===== src/rtl/stat_bcd_scheduler.sv =====
// Serial double-dabble converter time-shared among four statistics counters.
// Results are held per channel for the display mux; channels rotate round-robin unless one is forced.
module stat_bcd_scheduler #(
    parameter int BIN_W  = 32,
    parameter int DIGITS = 8
) (
    input  logic                  clk,
    input  logic                  rst,
    input  logic                  en,
    input  logic [BIN_W-1:0]      cnt0,
    input  logic [BIN_W-1:0]      cnt1,
    input  logic [BIN_W-1:0]      cnt2,
    input  logic [BIN_W-1:0]      cnt3,
    input  logic                  force_req,
    input  logic [1:0]            force_ch,
    output logic [4*DIGITS-1:0]   bcd0,
    output logic [4*DIGITS-1:0]   bcd1,
    output logic [4*DIGITS-1:0]   bcd2,
    output logic [4*DIGITS-1:0]   bcd3,
    output logic [3:0]            ovf,
    output logic [3:0]            valid,
    output logic                  busy,
    output logic                  done,
    output logic [1:0]            done_ch
);

    // At least one digit above DIGITS is kept so that overflow is always detectable.
    localparam int NAT_D = (BIN_W + 2) / 3;
    localparam int XD    = (NAT_D > DIGITS) ? NAT_D : DIGITS + 1;
    localparam int XW    = 4 * XD;
    localparam int RW    = 4 * DIGITS;
    localparam int CW    = (BIN_W > 1) ? $clog2(BIN_W) : 1;

    typedef enum logic [1:0] {
        IDLE  = 2'd0,
        LOAD  = 2'd1,
        SHIFT = 2'd2,
        STORE = 2'd3
    } state_t;

    state_t           state_q, state_d;
    logic [1:0]       ch_q, ch_d;
    logic [1:0]       rr_q, rr_d;
    logic             pend_q, pend_d;
    logic [1:0]       pend_ch_q, pend_ch_d;
    logic [BIN_W-1:0] bin_q, bin_d;
    logic [XW-1:0]    dd_q, dd_d;
    logic [CW-1:0]    bit_q, bit_d;
    logic [RW-1:0]    bcd_q [4];
    logic [RW-1:0]    bcd_d [4];
    logic [3:0]       ovf_q, ovf_d;
    logic [3:0]       valid_q, valid_d;

    logic [BIN_W-1:0] cnt_sel;
    logic [XW-1:0]    dd_adj;
    logic [XW-1:0]    dd_shift;
    logic [BIN_W-1:0] bin_shift;
    logic             hi_nz;
    logic [RW-1:0]    result;

    always_comb begin
        cnt_sel = cnt0;
        case (ch_q)
            2'd0: cnt_sel = cnt0;
            2'd1: cnt_sel = cnt1;
            2'd2: cnt_sel = cnt2;
            2'd3: cnt_sel = cnt3;
            default: cnt_sel = cnt0;
        endcase
    end

    // Add-3 correction on every digit, then one combined left shift of {bcd, bin}.
    always_comb begin
        dd_adj = '0;
        for (int i = 0; i < XD; i++) begin
            if (dd_q[4*i +: 4] >= 4'd5) dd_adj[4*i +: 4] = dd_q[4*i +: 4] + 4'd3;
            else                        dd_adj[4*i +: 4] = dd_q[4*i +: 4];
        end
        dd_shift  = {dd_adj[XW-2:0], bin_q[BIN_W-1]};
        bin_shift = {bin_q[BIN_W-2:0], 1'b0};
        hi_nz     = |dd_shift[XW-1:RW];
        result    = hi_nz ? {DIGITS{4'h9}} : dd_shift[RW-1:0];
    end

    always_comb begin
        state_d   = state_q;
        ch_d      = ch_q;
        rr_d      = rr_q;
        pend_d    = pend_q;
        pend_ch_d = pend_ch_q;
        bin_d     = bin_q;
        dd_d      = dd_q;
        bit_d     = bit_q;
        bcd_d     = bcd_q;
        ovf_d     = ovf_q;
        valid_d   = valid_q;

        case (state_q)
            IDLE, STORE: begin
                state_d = IDLE;
                if (en) begin
                    state_d = LOAD;
                    ch_d    = pend_q ? pend_ch_q : rr_q;
                    rr_d    = ch_d + 2'd1;
                    pend_d  = 1'b0;
                end
            end
            LOAD: begin
                bin_d   = cnt_sel;
                dd_d    = '0;
                bit_d   = '0;
                state_d = SHIFT;
            end
            SHIFT: begin
                dd_d  = dd_shift;
                bin_d = bin_shift;
                bit_d = bit_q + CW'(1);
                // The final shift lands directly in the output register so the result is visible during STORE.
                if (bit_q == CW'(BIN_W - 1)) begin
                    state_d       = STORE;
                    bcd_d[ch_q]   = result;
                    ovf_d[ch_q]   = hi_nz;
                    valid_d[ch_q] = 1'b1;
                end
            end
            default: state_d = IDLE;
        endcase

        // A request arriving in a pick cycle survives the clear and applies to the next pick.
        if (force_req) begin
            pend_d    = 1'b1;
            pend_ch_d = force_ch;
        end
    end

    always_ff @(posedge clk or posedge rst) begin
        if (rst) begin
            state_q   <= IDLE;
            ch_q      <= 2'd0;
            rr_q      <= 2'd0;
            pend_q    <= 1'b0;
            pend_ch_q <= 2'd0;
            bin_q     <= '0;
            dd_q      <= '0;
            bit_q     <= '0;
            for (int i = 0; i < 4; i++) bcd_q[i] <= '0;
            ovf_q     <= '0;
            valid_q   <= '0;
        end else begin
            state_q   <= state_d;
            ch_q      <= ch_d;
            rr_q      <= rr_d;
            pend_q    <= pend_d;
            pend_ch_q <= pend_ch_d;
            bin_q     <= bin_d;
            dd_q      <= dd_d;
            bit_q     <= bit_d;
            bcd_q     <= bcd_d;
            ovf_q     <= ovf_d;
            valid_q   <= valid_d;
        end
    end

    assign bcd0    = bcd_q[0];
    assign bcd1    = bcd_q[1];
    assign bcd2    = bcd_q[2];
    assign bcd3    = bcd_q[3];
    assign ovf     = ovf_q;
    assign valid   = valid_q;
    assign busy    = (state_q != IDLE);
    assign done    = (state_q == STORE);
    assign done_ch = done ? ch_q : 2'd0;

endmodule

===== config.mk =====
export PLATFORM = sky130hd
export DESIGN_NAME = stat_bcd_scheduler
export DESIGN_NICKNAME = d
export VERILOG_FILES = /design/src/rtl/stat_bcd_scheduler.sv
export SDC_FILE = /design/constraint.sdc
export NUM_CORES = 1
export LEC_CHECK = 0
export ABC_AREA = 1
export BUFFER_PORTS_ARGS = -buffer_cell sky130_fd_sc_hd__buf_2
export CAP_MARGIN = 20
export CORE_ASPECT_RATIO = 0.5
export CORE_MARGIN = 8
export CORE_UTILIZATION = 35
export CTS_CLUSTER_SIZE = 10
export DETAILED_ROUTE_END_ITERATION = 8
export SLEW_MARGIN = 10
export SYNTH_ARGS = -nofsm -noshare
export SYNTH_HDL_FRONTEND = slang
export SYNTH_SLANG_ARGS = --single-unit
export TNS_END_PERCENT = 1

===== constraint.sdc =====
create_clock -name clk -period 10.05 [get_ports clk]
set_input_delay 1.005 -clock clk [delete_from_list [all_inputs] [get_ports clk]]
set_output_delay 1.005 -clock clk [all_outputs]
set_load 0.03 [all_outputs]

== After elaboration in Yosys (flattened, before gate mapping) ==
Cells that the tools add are included.

* Magnitude comparators: 15
* Div/mod/pow operators: 0
* Bitwise logic cells: 2
* Add/subtract/negate cells: 13
* Shift operators: 0
* Reductions and logical operators: 13
* Multiply operators: 0
* Multiplexer cells: 30
* Eq/ne operators: 8

{| class="wikitable"
|+ Operators with widths
! operator !! number
|-
| $bwmux 128 || 1
|-
| $pmux 32 s4 || 1
|-
| $pmux 44 s2 || 1
|-
| $demux 32 s2 || 1
|-
| $mux 32 || 2
|-
| $pmux 32 s2 || 1
|-
| $ge 4x3->1 const B || 11
|-
| $add 4x2->4 const B || 10
|-
| $mux 4 || 10
|-
| $reduce_or 12->1 || 1
|-
| $pmux 5 s2 || 1
|-
| $eq 2x2->1 const B || 4
|-
| $reduce_bool 2->1 || 4
|-
| $mux 2 || 3
|-
| $pmux 2 s3 || 1
|-
| $reduce_and 2->1 || 3
|-
| $add 5x1->5 const B || 1
|-
| $eq 5x5->1 const B || 1
|-
| $mux 1 || 5
|-
| $bwmux 4 || 1
|-
| $eq 2x1->1 const B || 2
|-
| $logic_not 2->1 || 2
|-
| $or 4x4->4 || 1
|-
| $add 3x2->3 const B || 1
|-
| 11 further kinds || 12
|}

* Logic and storage cells: 95
* Bits of input ports: 134
* Memories: 0
* Memory bits (read-only): 0
* Register bits: 226
* Bits in latches: 0
* RAM bits: 0

== Logic depth before layout (Yosys ltp) ==
Gate-level depths: netlist of run 1.

* Depth after elaboration: 6
* Gate-level depth with buffers: 14
* Mapped depth without buffers: 13

== Worst setup path after synthesis of run 1 ==
OpenSTA, ideal clock, no wires.

* Path kind: reg2out
* Start: register state_q[1]
* End: output done_ch[0]
* Arrival time: 0.996 ns
* Slack: 8.049 ns
* Stages on the path, launching flop included: 4
* Buffers on the path: 0
* Required time: 9.045 ns
* Cell sequence: dfrtp_1 -> ha_1 -> nand2_1 -> inv_1

* Longest elaborated chain between the ends: 2

{| class="wikitable"
|+ RTL lines
! element !! line !! source
|-
| start: declaration || 41 || <nowiki>state_t state_q, state_d;</nowiki>
|-
| start signal: assignment || 150 || <nowiki>state_q <= state_d;</nowiki>
|-
| $eq 2x2->1 || 171 || <nowiki>assign done = (state_q == STORE);</nowiki>
|-
| named net done || 23 || <nowiki>output logic done,</nowiki>
|-
| $mux 2 || 172 || <nowiki>assign done_ch = done ? ch_q : 2'd0;</nowiki>
|-
| end: declaration || 24 || <nowiki>output logic [1:0] done_ch</nowiki>
|}

The timed path passes the listed nets, and every way through them passes these cells.

== Worst setup path in the final report of run 1 ==
* Start: register bit_q[0]
* End: register valid_q[2], in the netlist valid[2]

* Longest elaborated chain between the ends: 2

{| class="wikitable"
|+ RTL lines
! element !! line !! source
|-
| start: declaration || 48 || <nowiki>logic [CW-1:0] bit_q, bit_d;</nowiki>
|-
| start signal: assignment || 157 || <nowiki>bit_q <= bit_d;</nowiki>
|-
| $eq 5x5->1 || 119 || <nowiki>if (bit_q == CW'(BIN_W - 1)) begin</nowiki>
|-
| $reduce_and 2->1 (no source line) || n/a ||
|-
| end signal: assignment || 160 || <nowiki>valid_q <= valid_d;</nowiki>
|-
| end: declaration || 52 || <nowiki>logic [3:0] valid_q, valid_d;</nowiki>
|}

No other way between the ends.
A chain may end at the register's enable or synchronous reset.

==> results of run 1 <==
==> power by group <==
group          switching, mW  total (mW)  internal [mW]
sequential            0.0878        1.16           1.07
combinational          0.750        1.06          0.312
clock                  0.358       0.814          0.457
total                   1.20        3.03           1.84
==> worst paths after layout <==
kind | startpoint | to | slack (ns)
worst max register to register | bit_q[0]$_DFFE_PP0N_ | valid[2]$_DFFE_PP0P_ | 6.56
min in group asynchronous | rst | pend_ch_q[0]$_DFFE_PP0P_ | 0.55
worst min register to register | valid[3]$_DFFE_PP0P_ | valid[3]$_DFFE_PP0P_ | 0.46
worst min-delay path | valid[3]$_DFFE_PP0P_ | valid[3]$_DFFE_PP0P_ | 0.46
max in group asynchronous | rst | bcd2[16]$_DFFE_PP0P_ | 7.24
worst max-delay path | bit_q[0]$_DFFE_PP0N_ | valid[2]$_DFFE_PP0P_ | 6.56
==> logic make-up after synthesis <==
family | Yosys count | share of synthesized area, %
AND/OR/NAND/NOR | 690 | 26.49
flip-flops | 226 | 52.53
AO/OA/AOI/OAI | 175 | 10.41
buffers and inverters | 165 | 6.206
adder cells (fa/ha/maj) | 27 | 3.138
XOR/XNOR | 15 | 1.220
==> synthesized netlist by cell type (all sizes together), types with 23 or more instances <==
library cell and count:
nand4 67, o22ai 37, nor2 23, nand3 30, inv 90, clkbuf 53
dfrtp 226, nand2 553, ha 27, a221oi 24, o211ai 24, o21ai 50
==> worst register-to-register path: cells and delay by family (launching register included) <==
| kind | cells | cell delay, ns |
|---|---|---|
| flops | 1 | 0.41 |
| fa+ha+maj | 2 | 0.42 |
| buf+inv | 3 | 1.19 |
| simple gates | 4 | 1.37 |
==> metal layers <==
layer  GRT usage [%]  up-vias  routed length, um
li1                -     4734                  -
met1           24.58     4719              15700
met2           30.84      273              16970
met3           3.389       43               1760
met4           3.488        0                559
met5               0        -                  0
==> registers in the layout, indices dropped and copies added (netlist names) <==
name and flops:
bin_q 32, dd_q 44, bcd3 32, rr_q 2, state_q 2, pend_q 1, ovf 4, valid 4
bcd2 32, ch_q 2, pend_ch_q 2, bcd1 32, bit_q 5, bcd0 32
==> area by class of cell <==
type / instances / area [um2] / share of cell area [%]
Multi-Input combinational cell: 907 / 4469 / 33.99
Tap cell: 399 / 499.2 / 3.797
Sequential cell: 226 / 5655 / 43.01
Timing Repair Buffer: 287 / 1499 / 11.40
Inverter: 91 / 349.1 / 2.655
Clock buffer: 27 / 654.4 / 4.977
Clock inverter: 2 / 21.27 / 0.1618
==> through the flow <==
stage	cells	instance area (um2)
6_report	1939	13150
3_3_place_gp	1908	12430
5_1_grt	1939	13150
3_5_place_dp	1909	12440
2_1_floorplan	1298	10770
4_1_cts	1938	13120
==> flow_metrics.env, run 1 <==
export IMPL_syn_area_per_cell_um2=8.294
export IMPL_setup_tns_final_ns=0
export IMPL_ios=274
export IMPL_power_per_cell_area_nw_per_um2=230.8
export IMPL_h_tree_depth=1
export IMPL_cts_buffers=26
export IMPL_hold_buffers=0
export IMPL_ys_ff_latch=226
export IMPL_track_usage_pct=18.29
export IMPL_yosys_warnings=0
export IMPL_grt_pass1_vias=9689
export IMPL_yosys_top_cells_area="dfrtp_1 53%, nand2_1 19%, nand4_1 3.9%, ha_1 3.1%, inv_1 3.0%"
export IMPL_max_stage_delay_ns=1.02
export IMPL_start_util_pct=35.54
export IMPL_grt_max_degree=85
export IMPL_holdWs_ns=0.4639
export IMPL_setup_slack_ns=6.558
export IMPL_gp_congestion=0.8556
export IMPL_synth_cell_types=33
export IMPL_required_ns=10.46
export IMPL_drt_vias_per_instance=5.038
export IMPL_critPathKind="reg -> reg"
export IMPL_yosys_area_top_type="dfrtp_1"
export IMPL_async_flop_share_pct=100.0
export IMPL_path_buf_inv=3
export IMPL_fin_crit_sh_pct=34.75
export IMPL_overflow=0
export IMPL_crit_cells=9
export IMPL_clock_path_buffers=3
export IMPL_drv_cap=0
export IMPL_clkTransAtPathRegs_ns=0.05
export IMPL_synth_seq_area_share_pct=52.53
export IMPL_drive_above_1_share_pct=22.08
export IMPL_antenna_found_initial=0
export IMPL_crit_slowest_cell="clkinv_1"
export IMPL_fin_worst_skew_ns=0.01725
export IMPL_synth_nets=1459
export IMPL_cts_setup_buffers=0
export IMPL_cts_tree="done"
export IMPL_root_buffer="clkbuf_16"
export IMPL_peakVddDrop_mv=0.1206
export IMPL_critPathTopFamily="simple AND/OR/NAND/NOR gates"
export IMPL_hold_class="reg -> reg"
export IMPL_drt_wl_total_um=35000
export IMPL_antennaDiodeCount=0
export IMPL_crit_path_end_kind="flip-flop"
export IMPL_dieArea_um2=36970
export IMPL_setup_viol=0
export IMPL_nets=1700
export IMPL_relSlewSlack_pct=26.28
export IMPL_worst_slew_pin_slew_ns=1.103
export IMPL_numPortBuffers=273
export IMPL_status="finished, final reports clean"
export IMPL_finalMaxSlewViolations=0
export IMPL_fmax_mhz=286.3
export IMPL_die_y_um=140.0
export IMPL_cts_resized=0
export IMPL_drc=0
export IMPL_drt_pass1_iter_count=5
export IMPL_final_util_pct=43.40
export IMPL_core_rowCount=45
export IMPL_hold_viol=0
export IMPL_finalWorstPathRequiredPeriod_ns=3.492
export IMPL_synth_ff_type="dfrtp_1"
export IMPL_cp_start_kind="flip-flop"
export IMPL_synth_top_area_share_pct=52.53
export IMPL_dp_slack_ns=6.519
export IMPL_die_w_um=264.0
export IMPL_mostFrequentLayoutCells="553 x nand2_1, 273 x buf_2, 226 x dfrtp_1"
export IMPL_ff2ff_path_depth=9
export IMPL_wl_per_cell_um=18.05
export IMPL_rsz0062_at_grt="false"
export IMPL_synth_edf_count=0
export IMPL_drtAntennaViolNets=0
export IMPL_arrival_ns=3.90
export IMPL_worst_hold_path_num_cells=1
export IMPL_drt_iter0_markers=835
export IMPL_layout_commonest_cell="nand2_1"
export IMPL_cp_max_fo=35
export IMPL_dp_hpwl_um=23980
export IMPL_leakagePower_nw=7.259
export IMPL_crit_chain="ha_1, inv_1, nor3_1, ha_1, nand2_1, inv_1, nand2_1, clkinv_1, or2_2"
export IMPL_syn_inst=1298
export IMPL_fillers=3060
export IMPL_cts_num_sinks=226
export IMPL_syn_area_um2=10770
export IMPL_area_growth_pct=22.13
export IMPL_coreArea_um2=30290
export IMPL_num_vias=9769
export IMPL_grt_pass1_wl_um=55280
export IMPL_clock_latency_ns=0.54
export IMPL_power_total_mw=3.035
(Power assumes the default switching activity.)
==> inputs of run 2 (changes only) <==
==> constraint.sdc (replaced) <==
create_clock -name clk -period 3.5 [get_ports clk]
set_input_delay 0.35 -clock clk [delete_from_list [all_inputs] [get_ports clk]]
set_output_delay 0.35 -clock clk [all_outputs]
set_load 0.03 [all_outputs]
==> run 2 against run 1 <==
  * Critical path depth down 1
  * Count of clock-buffer cells in the layout up 2
  * Power rose to 2.9 times the previous value
  * Flip-flop and latch count unchanged
  * Sequential power rose to 2.9 times the previous value
  * Utilization up 0.50 points
  * Worst hold slack worse by 0.42 ns
  * Combinational power rose to 2.9 times the previous value
  * Setup slack worse by 5.6 ns
  * Via count up 0.25%
  * Register-to-register slack worse by 5.6 ns
  * Clock skew down 0.0027 ns
  * Critical endpoint is now dd_q[5]$_DFFE_PP0N_
  * Largest cell class unchanged
==> flow_metrics.env, run 2 (synthesized netlist as in run 1, its figures left out) <==
export IMPL_root_buffer="clkbuf_16"
export IMPL_fillers=3041
export IMPL_r2r_end="dd_q[5]$_DFFE_PP0N_"
export IMPL_relSlewSlack_pct=34.81
export IMPL_grt_pass1_wl_um=55170
export IMPL_cp_max_fo=56
export IMPL_arrival_ns=2.96
export IMPL_antennaDiodeCount=0
export IMPL_dieArea_um2=36970
export IMPL_overflow=0
export IMPL_drt_wl_total_um=34920
export IMPL_drt_pass1_iter_count=5
export IMPL_cts_tree="done"
export IMPL_min_to="pend_ch_q[1]$_DFFE_PP0P_"
export IMPL_cts_buffers=26
export IMPL_critPathTopFamily="buffers and inverters"
export IMPL_clock_latency_ns=0.54
export IMPL_fmax_mhz=396.5
export IMPL_drt_vias_per_instance=5.017
export IMPL_power_per_cell_area_nw_per_um2=660.4
export IMPL_setup_tns_final_ns=0
export IMPL_cts_num_sinks=226
export IMPL_hp_start="force_ch[1]"
export IMPL_crit_slowest_cell="buf_4"
export IMPL_setup_slack_ns=0.9778
export IMPL_setup_viol=0
export IMPL_nets=1712
export IMPL_die_y_um=140.0
export IMPL_grt_max_degree=85
export IMPL_hold_viol=0
export IMPL_die_w_um=264.0
export IMPL_drive_above_1_share_pct=22.54
export IMPL_peakVddDrop_mv=0.5017
export IMPL_h_tree_depth=1
export IMPL_start_util_pct=35.54
export IMPL_layout_commonest_cell="nand2_1"
export IMPL_largest_register_ffs=44
export IMPL_clkTransAtPathRegs_ns=0.06
export IMPL_ff2ff_path_depth=8
export IMPL_num_vias=9793
export IMPL_area_growth_pct=23.54
export IMPL_clock_path_buffers=3
export IMPL_required_ns=3.94
export IMPL_wl_per_cell_um=17.89
export IMPL_cts_setup_buffers=0
export IMPL_ios=274
export IMPL_dp_hpwl_um=24370
export IMPL_finalWorstPathRequiredPeriod_ns=2.522
export IMPL_drc=0
export IMPL_drt_iter0_markers=771
export IMPL_worst_slew_pin_slew_ns=0.9768
export IMPL_core_rowCount=45
export IMPL_worst_hold_path_num_cells=3
export IMPL_drtAntennaViolNets=0
export IMPL_gp_congestion=0.8494
export IMPL_numPortBuffers=273
export IMPL_rrSetupSlack_ns=0.98
export IMPL_cts_resized=0
export IMPL_finalMaxSlewViolations=0
export IMPL_crit_path_end_kind="flip-flop"
export IMPL_path_buf_inv=4
export IMPL_track_usage_pct=18.20
export IMPL_grt_pass1_vias=9665
export IMPL_max_stage_delay_ns=0.50
export IMPL_fin_crit_sh_pct=72.06
export IMPL_drv_cap=0
export IMPL_hold_buffers=2
export IMPL_critPathKind="reg -> reg"
export IMPL_final_util_pct=43.90
export IMPL_status="finished, final reports clean"
export IMPL_antenna_found_initial=0
export IMPL_rsz0062_at_grt="false"
export IMPL_top_register="dd_q"
export IMPL_hold_class="in -> reg"
export IMPL_mostFrequentLayoutCells="553 x nand2_1, 273 x buf_2, 226 x dfrtp_1"
export IMPL_coreArea_um2=30290
export IMPL_fin_worst_skew_ns=0.01459
export IMPL_r2r_start="state_q[1]$_DFFE_PP0P_"
export IMPL_leakagePower_nw=7.338
export IMPL_crit_chain="inv_1, ha_2, buf_4, nand2_1, inv_1, buf_4, nand2_1, o21ai_0"
export IMPL_cp_start_kind="flip-flop"
export IMPL_dp_slack_ns=0.9602
-- run 2: changes by cell type in the layout (fill, tap and decap cells not counted) --
cell / previous run / this run
buf_12: 0 / 6
buf_4: 12 / 18
dlygate4sd3_1: 0 / 2
buf_16: 1 / 0
buf_8: 1 / 0
clkbuf_1: 1 / 2
clkbuf_8: 0 / 1
clkinv_2: 1 / 0
clkinvlp_4: 0 / 1
inv_8: 1 / 0
-- run 2: report_power, final --
group	total [mW]	leakage, nW	internal, mW	switching, mW
sequential	3.34	3.02	3.07	0.269
combinational	3.10	3.98	0.943	2.15
clock	2.35	0.337	1.34	1.01
total	8.78	7.34	5.35	3.43
-- run 2: how the worst max path moves through the flow --
stage	start	to	slack, ns	cells past startpoint
after global placement	state_q[1]$_DFFE_PP0P_	dd_q[25]$_DFFE_PP0N_	1.04	8
after floorplan	rst	bcd0[0]$_DFFE_PP0P_	0.20	1
after CTS	state_q[1]$_DFFE_PP0P_	dd_q[29]$_DFFE_PP0N_	0.96	8
after global routing	state_q[1]$_DFFE_PP0P_	dd_q[9]$_DFFE_PP0N_	0.72	8
after detailed placement	state_q[1]$_DFFE_PP0P_	dd_q[29]$_DFFE_PP0N_	0.96	8
final	state_q[1]$_DFFE_PP0P_	dd_q[5]$_DFFE_PP0N_	0.98	8
-- run 2: metrics by stage --
step           std cells  power (mW)  hold WS (ns)  cell area, um2
2_1_floorplan       1298       5.484        0.4423           10770
3_3_place_gp        1920       6.482        0.4484           12590
3_5_place_dp        1920       6.502        0.4526           12590
4_1_cts             1952       8.892      0.006628           13300
5_1_grt             1952       9.349       0.02937           13300
6_report            1952       8.783       0.03999           13300
-- run 2: worst reg2reg max path, delay by kind of cell, from the launching register on --
kind / cells / cell delay [ns]
adders and majority gates: 1 / 0.33
and+or+nand+nor: 2 / 0.23
buffers and inverters: 4 / 1.40
DFF: 1 / 0.37
AOI/OAI and AO/OA: 1 / 0.10
-- run 2: area by class of cell --
class / instances / area, um2 / area share (%)
Sequential cell: 226 / 5655 / 42.53
Inverter: 91 / 345.3 / 2.597
Multi-Input combinational cell: 907 / 4469 / 33.61
Timing Repair Buffer: 299 / 1642 / 12.34
Clock inverter: 1 / 16.27 / 0.1223
Clock buffer: 29 / 671.9 / 5.052
Tap cell: 399 / 499.2 / 3.754
-- run 2: per-layer routing --
layer / vias to the layer above / track usage (%) / wire, um
li1: 4761 / - / -
met1: 4750 / 24.55 / 15640
met2: 236 / 30.44 / 16920
met3: 46 / 3.354 / 1774
met4: 0 / 3.834 / 588
met5: - / 0 / 0
==> inputs of run 3 (changes only) <==
==> constraint.sdc (replaced) <==
create_clock -name clk -period 2.1 [get_ports clk]
set_input_delay 0.21 -clock clk [delete_from_list [all_inputs] [get_ports clk]]
set_output_delay 0.21 -clock clk [all_outputs]
set_load 0.03 [all_outputs]
==> run 3 against run 2 <==
  * Wire length up 6.7%
  * Combinational power is 79% higher
  * Flip-flop and latch count unchanged
  * Largest power group unchanged
  * Clock power grew 70%
==> flow_metrics.env, run 3 (synthesized netlist as in run 1, its figures left out) <==
export IMPL_finalWorstPathRequiredPeriod_ns=2.022
export IMPL_critPathKind="reg -> reg"
export IMPL_overflow=0
export IMPL_cts_num_sinks=226
export IMPL_h_tree_depth=1
export IMPL_antenna_found_initial=0
export IMPL_drt_iter0_markers=932
export IMPL_coreArea_um2=30290
export IMPL_crit_path_end_kind="flip-flop"
export IMPL_area_growth_pct=34.94
export IMPL_setup_tns_final_ns=0
export IMPL_peakVddDrop_mv=0.6851
export IMPL_numPortBuffers=273
export IMPL_relSlewSlack_pct=55.96
export IMPL_finalMaxSlewViolations=0
export IMPL_ios=274
export IMPL_cp_max_fo=8
export IMPL_wl_per_cell_um=18.37
export IMPL_cts_tree="done"
export IMPL_mostFrequentLayoutCells="545 x nand2_1, 273 x buf_2, 226 x dfrtp_1"
export IMPL_die_w_um=264.0
export IMPL_dieArea_um2=36970
export IMPL_required_ns=2.58
export IMPL_hold_class="in -> reg"
export IMPL_drt_pass1_iter_count=5
export IMPL_grt_pass1_wl_um=56840
export IMPL_drt_vias_per_instance=5.091
export IMPL_root_buffer="clkbuf_16"
export IMPL_worst_slew_pin_slew_ns=0.6592
export IMPL_cp_start_kind="flip-flop"
export IMPL_clock_path_buffers=3
export IMPL_setup_slack_ns=0.07827
export IMPL_fmax_mhz=494.6
export IMPL_top_register="dd_q"
export IMPL_arrival_ns=2.50
export IMPL_status="finished, final reports clean"
export IMPL_drt_wl_total_um=37280
export IMPL_fin_worst_skew_ns=0.01570
export IMPL_core_rowCount=45
export IMPL_layout_commonest_cell="nand2_1"
export IMPL_placedCellCount=1950
export IMPL_fin_crit_sh_pct=96.27
export IMPL_grt_pass1_vias=10130
export IMPL_final_instance_count_excl_fill=2029
export IMPL_worst_hold_path_num_cells=3
export IMPL_setup_viol=0
export IMPL_die_y_um=140.0
export IMPL_hold_viol=0
export IMPL_dp_hpwl_um=25060
export IMPL_drv_cap=0
export IMPL_cts_buffers=26
export IMPL_track_usage_pct=18.73
export IMPL_drtAntennaViolNets=0
export IMPL_clock_latency_ns=0.54
export IMPL_drc=0
export IMPL_clkTransAtPathRegs_ns=0.06
export IMPL_drive_above_1_share_pct=27.13
export IMPL_start_util_pct=35.54
export IMPL_nets=1788
export IMPL_largest_register_ffs=44
export IMPL_ff2ff_path_depth=15
export IMPL_gp_congestion=0.8665
export IMPL_power_per_cell_area_nw_per_um2=1042
export IMPL_grt_max_degree=55
export IMPL_leakagePower_nw=8.018
export IMPL_rrSetupSlack_ns=0.08
export IMPL_dp_slack_ns=0.01483
export IMPL_num_vias=10330
==> run 3: changes by cell type in the layout (fill, tap and decap cells not counted), sizes merged <==
cell         delta
clkbuf          +9
buf            +44
dlygate4sd3    +23
diode           +1
==> run 3: what timing repair did <==
item	4_1_cts	5_1_grt
endpoints found under the setup margin	0	109
setup buffers	0	12
hold endpoints to repair	28	0
resized for setup	0	58
hold buffers	25	0
==> run 3: critical path, cell delays in order (launching register included) <==
cell       delay [ns]
dfrtp_1          0.41
inv_2            0.09
ha_4             0.13
inv_2            0.04
nand2_4          0.07
nand3_4          0.09
nand2_2          0.09
nand2_2          0.06
nor2_1           0.11
nand2_1          0.10
nor2_4           0.13
buf_12           0.15
clkbuf_16        0.17
clkbuf_16        0.15
nand4_1          0.09
nand2_1          0.08
==> run 3: layout make-up <==
type / instances / area [um2]
Antenna cell: 1 / 2.502
Inverter: 91 / 345.3
Tap cell: 399 / 499.2
Multi-Input combinational cell: 907 / 4649
Clock inverter: 1 / 16.27
Clock buffer: 29 / 671.9
Timing Repair Buffer: 375 / 2686
Fill cell: 2921 / 15770
Sequential cell: 226 / 5655
==> run 3: per-layer routing <==
metal	GRT usage [%]	part of all wire (%)
met4	4.987	2.3
met2	31.18	48
met3	3.232	5.2
met5	0	0
met1	25.12	45
==> run 3: final timing paths <==
kind	startpoint	endpoint
max	dd_q[32]$_DFFE_PP0N_	bcd0[14]$_DFFE_PP0P_
min	cnt0[31]	bin_q[31]$_DFFE_PP0N_
max reg2reg	dd_q[32]$_DFFE_PP0N_	bcd0[14]$_DFFE_PP0P_
min reg2reg	valid[3]$_DFFE_PP0P_	valid[3]$_DFFE_PP0P_
max in group asynchronous	rst	pend_ch_q[0]$_DFFE_PP0P_
min in group asynchronous	rst	bcd0[20]$_DFFE_PP0P_
==> run 3: report_power, final <==
| group | total (mW) | internal [mW] | switching, mW |
|---|---|---|---|
| Sequential | 5.60 | 5.12 | 0.478 |
| Clock | 3.99 | 2.23 | 1.76 |
| Combinational | 5.55 | 1.87 | 3.68 |
==> run 3: metrics by stage <==
| stage | util [%] | hold slack (ns) | instance area, um2 | power (mW) |
|---|---|---|---|---|
| 5_1_grt | 47.95 | 0.002929 | 14520 | 16.04 |
| 2_1_floorplan | - | 0.3023 | 10770 | 9.140 |
| 6_report | 47.96 | 0.01116 | 14530 | 15.14 |
| 3_5_place_dp | 42.89 | 0.3384 | 12990 | 11.24 |
| 4_1_cts | 45.99 | 0.002309 | 13930 | 15.29 |
| 3_3_place_gp | 42.89 | 0.3386 | 12990 | 11.16 |
